--- src/rtl/ss_clear_sched.sv ---
// Cyclic-clear scheduler for the store-set predictor: periodically walks the SSIT
// through its shared write port, arbitrating against rename training, then flushes the LFST.
module ss_clear_sched #(
    parameter int SSIT_DEPTH = 1024,
    parameter int IDX_W      = 10,
    parameter int INTERVAL   = 1000000,
    parameter int CNT_W      = 20,
    parameter int STARVE_MAX = 16
) (
    input  logic             clock,
    input  logic             reset_n,
    input  logic             enable_in,
    input  logic             force_in,
    input  logic             train_req_in,
    output logic             train_gnt_out,
    output logic             clr_we_out,
    output logic [IDX_W-1:0] clr_idx_out,
    output logic             lfst_flush_out,
    output logic             pred_disable_out,
    output logic [7:0]       sweep_cnt_out
);

    localparam int STARVE_W = $clog2(STARVE_MAX + 1);

    localparam logic [CNT_W-1:0]    CNT_LAST   = CNT_W'(INTERVAL - 1);
    localparam logic [IDX_W-1:0]    IDX_LAST   = IDX_W'(SSIT_DEPTH - 1);
    localparam logic [STARVE_W-1:0] STARVE_LIM = STARVE_W'(STARVE_MAX);

    typedef enum logic [1:0] {
        S_IDLE,
        S_COUNT,
        S_SWEEP,
        S_FINISH
    } state_t;

    state_t              r_state,     w_state_nxt;
    logic [CNT_W-1:0]    r_counter,   w_counter_nxt;
    logic [IDX_W-1:0]    r_idx,       w_idx_nxt;
    logic [STARVE_W-1:0] r_starve,    w_starve_nxt;
    logic [7:0]          r_sweep_cnt, w_sweep_cnt_nxt;
    logic                w_sweep_win;

    // NOTE: every registered value is updated with <= so all state advances together
    // from the values seen at the same clock edge, independent of statement order.
    always_ff @(posedge clock or negedge reset_n) begin
        if (!reset_n) begin
            r_state     <= S_IDLE;
            r_counter   <= '0;
            r_idx       <= '0;
            r_starve    <= '0;
            r_sweep_cnt <= '0;
        end else begin
            r_state     <= w_state_nxt;
            r_counter   <= w_counter_nxt;
            r_idx       <= w_idx_nxt;
            r_starve    <= w_starve_nxt;
            r_sweep_cnt <= w_sweep_cnt_nxt;
        end
    end

    // NOTE: every signal written below gets a default first, so no path through the
    // case statement can leave one unassigned and infer a latch.
    always_comb begin
        w_state_nxt      = r_state;
        w_counter_nxt    = r_counter;
        w_idx_nxt        = r_idx;
        w_starve_nxt     = r_starve;
        w_sweep_cnt_nxt  = r_sweep_cnt;
        w_sweep_win      = 1'b0;
        train_gnt_out    = train_req_in;
        clr_we_out       = 1'b0;
        lfst_flush_out   = 1'b0;
        pred_disable_out = 1'b0;

        case (r_state)
            S_IDLE: begin
                if (enable_in) begin
                    w_state_nxt   = S_COUNT;
                    w_counter_nxt = '0;
                end
            end

            S_COUNT: begin
                w_counter_nxt = r_counter + CNT_W'(1);
                // Disabling wins over a forced start.
                if (!enable_in) begin
                    w_state_nxt   = S_IDLE;
                    w_counter_nxt = '0;
                end else if (r_counter == CNT_LAST || force_in) begin
                    w_state_nxt  = S_SWEEP;
                    w_idx_nxt    = '0;
                    w_starve_nxt = '0;
                end
            end

            S_SWEEP: begin
                pred_disable_out = 1'b1;
                w_sweep_win      = !train_req_in || (r_starve == STARVE_LIM);
                train_gnt_out    = !w_sweep_win;
                clr_we_out       = w_sweep_win;
                if (w_sweep_win) begin
                    w_idx_nxt    = r_idx + IDX_W'(1);
                    w_starve_nxt = '0;
                    if (r_idx == IDX_LAST) begin
                        w_state_nxt = S_FINISH;
                    end
                end else begin
                    w_starve_nxt = r_starve + STARVE_W'(1);
                end
            end

            S_FINISH: begin
                pred_disable_out = 1'b1;
                lfst_flush_out   = 1'b1;
                if (r_sweep_cnt != 8'hFF) begin
                    w_sweep_cnt_nxt = r_sweep_cnt + 8'd1;
                end
                w_counter_nxt = '0;
                w_state_nxt   = enable_in ? S_COUNT : S_IDLE;
            end

            default: begin
                w_state_nxt = S_IDLE;
            end
        endcase
    end

    assign clr_idx_out   = r_idx;
    assign sweep_cnt_out = r_sweep_cnt;

endmodule

--- config.mk ---
export PLATFORM = sky130hd
export DESIGN_NAME = ss_clear_sched
export DESIGN_NICKNAME = d
export VERILOG_FILES = /design/src/rtl/ss_clear_sched.sv
export SDC_FILE = /design/constraint.sdc
export NUM_CORES = 1
export LEC_CHECK = 0
export ABC_AREA = 0
export CAP_MARGIN = 20
export CORE_MARGIN = 4
export CORE_UTILIZATION = 53
export CTS_BUF_LIST = sky130_fd_sc_hd__clkbuf_4
export DETAILED_ROUTE_END_ITERATION = 10
export PLACE_DENSITY = 0.89
export RECOVER_POWER = 25
export SLEW_MARGIN = 20
export SYNTH_ARGS = -nofsm -noshare
export SYNTH_HDL_FRONTEND = slang
export SYNTH_SLANG_ARGS = --single-unit
--- constraint.sdc ---
create_clock -name clock -period 2.3 [get_ports clock]
set_clock_uncertainty 0.15 [all_clocks]
set_input_delay 0.46 -clock clock [delete_from_list [all_inputs] [get_ports clock]]
set_output_delay 0.46 -clock clock [all_outputs]
set_load 0.02 [all_outputs]
==> metrics.cfg, run 1 <==
[clock_tree]
clock_tree.htree_level_count = 2
clock_network_latency_to_the_later_pin_of_the_worst_skew_pair_ps = 360
clock_sink_count = 45
clk_pin_slew_ps = 140
cts_buffers = 5
tritoncts = yes
cts_root_buffer = clkbuf_4
clock_tree.buffer_depth = 2

[route]
routed_wirelength_um = 6020
detail_route.iter0.violations = 190
viasPerCell = 6.11
vias = 2293
drt-pass1-iter-count = 4
wl_per_cell_um = 16.1
drtAntennaViolNets = 0
drc = 0

[pwr]
p_int_mw = 1.28
maximum_vdd_ir_drop_mv = 0.464
power_frac_comb_pct = 20.8
seq_power_share_pct = 51.7
power.leakage_nw = 1.40
switching_share_pct = 28.8
relative_contribution_of_the_clock_network_to_total_power_pct = 27.5
power_per_unit_of_standard_cell_area_mw_per_mm2 = 580
netSwitchingPower_mw = 0.518

[global_routing]
grt_pass1_vias = 2338
grt_antenna_before_repair = 0
grt_pass1_wl_um = 10400
grt_start_max_net_pins = 25
grt_usage_pct = 21.3
grt-ovfl-total = 0

[timing]
clock.fmax_ghz = 0.442
timing.final.crit_period_ps = 2260
timing.setup.tns_ps = 0
tightest_slew_ps = 1210
unrepaired_setup_endpoints_after_global_routing = yes
postLayoutSetupSlackWorst_ps = 39.0
slew_headroom_pct = 19.0
hold_viol = 0
hold-worst-slack_ps = 360
maxSlewViolCount = 0
setup_viols_final = 0
crit_share_post_route_pct = 98.3

[final_layout]
stdcell_count = 375
final_design_area_no_fill_mm2 = 0.00310
final_layout_size_suffix_gt1_share_pct = 18.6
layout_nets = 332
antenna-diode-count = 0
n_fill_cell = 323
area_growth_pct = 26.2

[placement]
placement.cell_area_mm2 = 0.00295
gpl.final_weighted_congestion = 0.865
dpl.cell_count = 364
io_buffer_count = 26
dp_worst_setup_slack_ps = -275
detailedPlacementHpwl_um = 4230

[yosys]
ys_seq_area_share_pct = 45.8
synth_ff_type = dfrtp_1
yosys.cell_types.count = 51
syn_nets = 276
synth_async_sr_flop_share_pct = 100
average_instance_area_after_synthesis_um2 = 9.23
ys.warnings.count = 0
yosys_register_bits = 45
syn_area_mm2 = 0.00246
synth_edf_count = 0
synthCells = 266

[hold_path]
hold_class = flip-flop to flip-flop

[floorplan]
die_area_mm2 = 0.00579
io_pins = 27
die_h_um = 76.1
floorplan.initialDensity_pct = 55.6
placementRows = 24
placeableCoreArea_mm2 = 0.00441
die_width_um = 76.1

[run]
max-cap-violations = 0

[setup_path]
worst-endpoint-arrival_ps = 1650
worstSetupEndpointType = output port
cp_data_required_time_ps = 1690
reg2reg_setup_slack_ps = 130
timing.setup.critical_path_class = flip-flop to output port
critical_path_source_type = flip-flop
critPathMaxFanout = 3

[run_status]
status = finished, final reports clean

[path summary, 6_finish.rpt]
| path | startpoint | endpoint | cells past startpoint |
|---|---|---|---|
| hold reg to reg | r_counter[18] | r_counter[18] | 1 |
| max in group asynchronous | reset_n | r_counter[10] | 3 |
| setup reg to reg | r_counter[0] | clr_idx_out[0] | 6 |
| hold / removal | r_counter[18] | r_counter[18] | 1 |
| setup / recovery | r_starve[0] | train_gnt_out | 6 |
| min in group asynchronous | reset_n | r_counter[7] | 2 |
[stage by stage]
| stage | util, % | total power, mW |
|---|---|---|
| after global routing | 70.2 | 1.88 |
| after detailed placement | 66.9 | 1.30 |
| after global placement | 66.9 | 1.28 |
| after floorplan | - | 1.11 |
| after CTS | 69.0 | 1.79 |
| final | 70.2 | 1.80 |
[cell families (layout without fill, tap and decap cells)]
kind of cell               count (synthesis)  after routing  synth area share [%]
adders and majority gates                  5              5                  2.55
DFF                                       45             45                  45.8
buffers and inverters                     18             75                  3.62
xor gates and xnor gates                   7              7                  2.50
and+or+nand+nor                          114            114                  25.5
muxes                                      3              3                  1.32
AOI/OAI and AO/OA                         74             74                  18.7
[state kept, by name (all words and copies together), names as in the netlist, named ones only]
name,count
r_starve,5
sweep_cnt_out,8
r_state,1
clr_idx_out,10
r_counter,20
[placed cells by master, fill, tap and decap left out, drive strengths merged, types with 5 or more instances in the layout]
| master | count |
|---|---|
| dfrtp | 45 |
| nand2 | 36 |
| o21ai | 35 |
| buf | 32 |
| clkdlybuf4s50 | 22 |
| nor2 | 15 |
| nand3 | 15 |
| nand4 | 11 |
| inv | 9 |
| clkbuf | 8 |
| a31oi | 7 |
| o31ai | 6 |
| nor3 | 6 |
| and3 | 5 |
| a41oi | 5 |
| xnor2 | 5 |
| a21oi | 5 |
| ha | 5 |
[routing by layer]
metal	wire length, um	up-vias	GRT usage, %	part of all wire, %
met3	241	7	3.66	4.0
met2	3100	69	36.2	51
li1	-	1092	-	-
met4	74	0	7.87	1.2
met5	0	-	0	0
met1	2600	1125	27.0	43
[layout make-up]
cell class / count / area [um^2] / area share, %
inverter: 9 / 33.8 / 1.09
sequential: 45 / 1130 / 36.3
multi-input combinational: 203 / 1290 / 41.6
clock buffer: 6 / 45.0 / 1.45
tap: 52 / 65.1 / 2.10
clock inverter: 2 / 33.8 / 1.09
timing repair buffer: 58 / 507 / 16.4
[critical path: stages (launching register included)]
cell and delay [ps]:
dfrtp_1 420, inv_2 90, ha_4 120, nor4bb_4 260, buf_4 200, a21oi_4 50
buf_6 140
[synth_stat cells (all sizes together) (3+ instances only)]
library cell	count	share of area, %
o31ai	6	1.8
o22ai	3	0.76
nor3	6	1.7
dfrtp	45	46
a21oi	5	1.0
clkbuf	7	1.9
nor2b	3	0.76
nand2	36	5.5
a31oi	7	1.8
nor4	3	0.76
inv	9	1.4
nand4	11	2.8
a21o	4	1.2
o2bb2ai	3	1.1
nor2	15	2.4
o21ai	35	7.1
xnor2	5	1.8
and3	5	1.3
ha	5	2.5
or3	3	0.97
nand3	15	3.8
a41oi	5	1.8
nand2b	3	0.76
[power groups by stage]
stage               sequential, mW  combinational (mW)  clock (mW)
floorplan                    0.986               0.122           0
global placement             0.933               0.351           0
detailed placement           0.938               0.363           0
CTS                          0.924               0.366       0.497
global route                 0.941               0.405       0.534
finish                       0.929               0.375       0.494
[repair_timing]
item / 4_1_cts / 5_1_grt
pin swaps: 0 / 2
setup endpoints to repair: 2 / 5
hold endpoints to repair: 21 / 0
hold buffers: 1 / 0
resized for setup: 10 / 13
setup buffers: 0 / 2
No activity file was read; power rests on OpenSTA's default activity.
==> run 2: changes to the inputs <==
- GPL_ROUTABILITY_DRIVEN: unset -> 0
==> results of run 2 <==
Same layout as run 1: the final DEF is identical, and so are final timing and power.
==> run 3: changes to the inputs <==
- CORE_MARGIN: 4 -> unset
- CORE_UTILIZATION: 53 -> 59
- DONT_BUFFER_PORTS: unset -> 1
- PLACE_DENSITY: 0.89 -> 0.88
==> run 3 against run 2 <==
Net effect:
- clock power is essentially flat
- worst hold slack worse by 280 ps
- count of clock-buffer cells in the layout unchanged
- sequential cell count stayed put
- non-clock buffer count decreased by 40
- maximum frequency grew 2.2%
- register-to-register slack better by 30 ps
- largest power group unchanged
- combinational power decreased by 47%
==> metrics.cfg, run 3 (synthesized netlist as in run 1, its figures left out) <==
[setup_path]
critical-path-max-stage-delay_ps = 430
worstSetupEndpointType = output port
ff2ff_path_depth = 6
timing.setup.critical_path_class = flip-flop to output port
timing.rr.end = clr_idx_out[0]
cp_data_required_time_ps = 1690
reg2reg_setup_slack_ps = 160
critPathMaxFanout = 4
critical_path_source_type = flip-flop
crit_chain = inv_1 > ha_1 > nor4bb_4 > o21ai_2 > inv_2
cpMaxStageDelayCell = dfrtp_1
rr_startpoint = r_counter[1]
worst-endpoint-arrival_ps = 1600

[route]
detail_route.iter0.violations = 152
routed_wirelength_um = 5280
wl_per_cell_um = 15.9
vias = 2108
viasPerCell = 6.33
drc = 0
drtAntennaViolNets = 0
drt-pass1-iter-count = 4

[final_layout]
area_growth_pct = 11.2
multi_input_area_mm2 = 0.00129
largest_register_ff_count = 20
final_cell_mix = 45 x dfrtp_1, 36 x nand2_1, 33 x o21ai_0
stdcell_count = 333
n_fill_cell = 293
antenna-diode-count = 0
final_common_cell = dfrtp_1
regMostFlops = r_counter
utilization_pct = 68.3
final_layout_size_suffix_gt1_share_pct = 15.5
sequential_cell_area_mm2 = 0.00113
layout_nets = 292

[clock_tree]
cts_post_setup_buffers_inserted = 0
clk_pin_slew_ps = 140
tritoncts = yes
clock_tree.buffer_depth = 2
cts_root_buffer = clkbuf_4
clock_network_latency_to_the_later_pin_of_the_worst_skew_pair_ps = 370
cts_buffers = 5
clock_sink_count = 45
clock_tree.htree_level_count = 2

[floorplan]
die_area_mm2 = 0.00442
placementRows = 23
die_h_um = 66.5
die_width_um = 66.5
floorplan.initialDensity_pct = 61.4
io_pins = 27
placeableCoreArea_mm2 = 0.00400

[run_status]
status = finished, final reports clean

[timing]
timing.setup.tns_ps = 0
clock.fmax_ghz = 0.452
crit_share_post_route_pct = 96.2
setup_viols_final = 0
timing.final.crit_period_ps = 2210
slew_headroom_pct = 25.7
unrepaired_setup_endpoints_after_global_routing = no
hold_viol = 0
tightest_slew_ps = 1110
maxSlewViolCount = 0

[hold_path]
worstHoldPathCells = 1
timing.hold.worst_endpoint = r_state[0]
hold_class = input port to flip-flop
startpoint_of_the_tightest_hold_check_path = enable_in

[global_routing]
grt_pass1_wl_um = 8970
grt_usage_pct = 27.1
grt-ovfl-total = 0
grt_antenna_before_repair = 0
grt_pass1_vias = 2033
grt_start_max_net_pins = 46

[placement]
detailedPlacementHpwl_um = 3620
io_buffer_count = 0
dpl.cell_count = 323

[run]
max-cap-violations = 0

[pwr]
power.leakage_nw = 1.22
power_per_unit_of_standard_cell_area_mw_per_mm2 = 614
maximum_vdd_ir_drop_mv = 0.458

## run 3: repair_timing
item / 4_1_cts / 5_1_grt
hold buffers: 2 / 0
gates resized for setup: 6 / 5
setup endpoints to repair: 2 / 8
hold endpoints to repair: 45 / 0
pin swaps: 0 / 0
## run 3: metrics by stage
| stage | worst slack [ps] | instance area [um^2] | total power, mW | hold slack, ps |
|---|---|---|---|---|
| after detailed placement | 117 | 2580 | 1.17 | 15.4 |
| after CTS | 37.4 | 2730 | 1.68 | 77.4 |
| after global routing | 11.1 | 2730 | 1.75 | 72.1 |
| after floorplan | 199 | 2460 | 1.11 | 14.4 |
| after global placement | 166 | 2580 | 1.16 | 15.2 |
| final | 86.7 | 2730 | 1.68 | 83.0 |
## run 3: worst max-delay path by stage
stage                             from             end  slack (ps)  cells past startpoint
final                      r_starve[1]      clr_we_out          90                      5
after global routing       r_starve[1]      clr_we_out          10                      5
after CTS                  r_starve[0]   train_gnt_out          40                      5
after detailed placement  r_counter[1]  clr_idx_out[0]         120                      6
after global placement    r_counter[1]     r_starve[3]         170                      6
after floorplan           r_counter[0]     r_starve[3]         200                      6
## run 3: metal layers
metal / vias up / share of wire, % / global-route usage, %
li1: 1018 / - / -
met1: 1026 / 48 / 36.8
met2: 50 / 46 / 41.6
met3: 14 / 3.7 / 4.62
met4: 0 / 2.2 / 14.1
met5: - / 0 / 0
## run 3: layout make-up
type / count / share of cell area (%)
clock buffer: 6 / 1.65
multi-input combinational: 203 / 47.4
inverter: 9 / 1.24
sequential: 45 / 41.2
timing repair buffer: 18 / 4.95
clock inverter: 2 / 1.24
tap: 50 / 2.29
## run 3: worst max-delay path: cells and delay by family, from the launching register on
kind / cells / cell delay [ps]
adders and majority gates: 1 / 160
DFF: 1 / 430
buffers and inverters: 2 / 270
AOI/OAI and AO/OA: 1 / 130
and+or+nand+nor: 1 / 240
## run 3: where the power goes
group	switching, mW	leakage (nW)	internal (mW)
sequential	0.135	0.588	0.847
combinational	0.105	0.593	0.0925
clock	0.257	0.0433	0.238
total	0.497	1.22	1.18
==> patch: new RTL, settings of run 2 <==
Re-encode `state_t` (4 states) as Gray code, 2 bits wide.
--- a/src/rtl/ss_clear_sched.sv
+++ b/src/rtl/ss_clear_sched.sv
@@ -27,10 +27,10 @@
     localparam logic [STARVE_W-1:0] STARVE_LIM = STARVE_W'(STARVE_MAX);
 
     typedef enum logic [1:0] {
-        S_IDLE,
-        S_COUNT,
-        S_SWEEP,
-        S_FINISH
+        S_IDLE   = 2'b00,
+        S_COUNT  = 2'b01,
+        S_SWEEP  = 2'b11,
+        S_FINISH = 2'b10
     } state_t;
 
     state_t              r_state,     w_state_nxt;
Check against the original RTL: no difference found for any inputs over 10 cycles, from zero or initial values and one cycle with reset_n low; not proved beyond that.
==> patch against run 2 <==
  * Register-to-register slack improved by 0.10 ns
  * Synthesized area up 8.3%
  * Fmax increased by 2.8%
  * Sequential share of layout area increased by 0.10 points
  * Routed wire length is 2.4% lower
  * Combinational power increased by 49%
  * Sequential cell count stayed put
  * Count of clock-buffer cells in the layout is 1 lower
  * Global-route usage down 0.80 points
  * Worst setup slack better by 0.061 ns
  * Power up 14%
  * Final area is 0.28% lower
==> patch: results (changes against run 2) <==
synth_common_cells: "45 x dfrtp_1, 22 x nand2_1, 18 x nand3_1"
num_vias: 2273  # -0.87%
grt_max_degree: 46  # +84%
grtUsageMet3_pct: 3.85  # +0.19 points
seq_area_frac_synth_pct: 42.4  # -3.5 points
place_hpwl_um: 3920  # -7.3%
worstSetupEndpoint: "train_gnt_out"
use_met2_pct: 35.3  # -0.90 points
dpl.cell_count: 362  # -0.55%
drt_iter0_drc: 186  # -2.1%
place_ws_ns: -0.0767  # +0.198 ns
relSlewSlack_pct: 26.6  # +7.6 points
n_fill_cell: 361  # +12%
yosysUniqueCellTypes: 61  # +20%
reg2reg_to: "clr_idx_out[6]"
synthTopCellsByArea: "dfrtp_1 42%, nand3_1 3.4%, o21ai_0 3.2%, nand2_1 3.1%, a31oi_1 3.1%"
r2r_cells: 7  # +1
leakagePower_nw: 1.36  # -3.1%
use_met1_pct: 26.0  # -1.0 points
syn_nets: 287  # +4.0%
fin_cells: 373  # -0.53%
timing.final.crit_share_pct: 95.6  # -2.7 points
finalNetCount: 315  # -5.1%
post_drt_wl_per_cell_um: 15.8  # -1.9%
htree_levels: 2  # unchanged
grt_pass1_wl_um: 10400  # -0.20%
clk-insertion-delay-late_ns: 0.38  # +0.02 ns
internal_power_mw: 1.37  # +7.4%
status: "completed"
drive_above_1_share_pct: 14.4  # -4.2 points
syn_inst: 277  # +4.1%
r2r_setup_slack_ns: 0.23  # +0.10 ns
-- patch: how the worst min path moves through the flow --
stage	endpoint	slack (ns)
5_1_grt	r_counter[18]	0.39
2_1_floorplan	clr_idx_out[0]	0.01
6_report	r_counter[18]	0.36
3_3_place_gp	sweep_cnt_out[5]	0.33
3_5_place_dp	r_counter[18]	0.34
4_1_cts	r_counter[18]	0.36
-- patch: kinds of logic after synthesis --
kind of cell | Yosys count | share of synthesized area (%)
compound gates | 86 | 23.1
mux | 5 | 2.12
flops | 45 | 42.4
buf+inv | 28 | 5.93
fa+ha+maj | 5 | 2.35
simple gates | 100 | 21.6
xor+xnor | 8 | 2.64
-- patch: cell type report --
type	count	area share [%]
sequential	45	36.4
inverter	8	0.972
multi-input combinational	204	45.0
timing repair buffer	41	12.1
tap	67	2.71
clock inverter	3	1.54
clock buffer	5	1.21
-- patch: critical path, cell delays in order, from the launching register on --
cell	delay, ns
dfrtp_1	0.42
inv_2	0.07
ha_4	0.16
and4bb_2	0.23
a31oi_1	0.18
buf_4	0.17
-- patch: routing by layer --
metal	routed length, um	vias to the layer above
li1	-	1097
met1	2510	1076
met2	2960	87
met3	322	13
met4	81	0
met5	0	-
-- patch: power groups by stage --
stage,combinational [mW],sequential [mW],clock [mW]
floorplan,0.257,1.03,0
global placement,0.524,0.979,0
global route,0.620,0.991,0.566
CTS,0.541,0.972,0.536
finish,0.560,0.975,0.522
detailed placement,0.537,0.986,0
-- patch: repair_timing --
item / CTS / global route
pin swaps: 0 / 1
setup buffers: 0 / 2
setup endpoints to repair: 3 / 2
resized for setup: 8 / 8
hold buffers: 1 / 0
endpoints found under the hold margin: 4 / 0
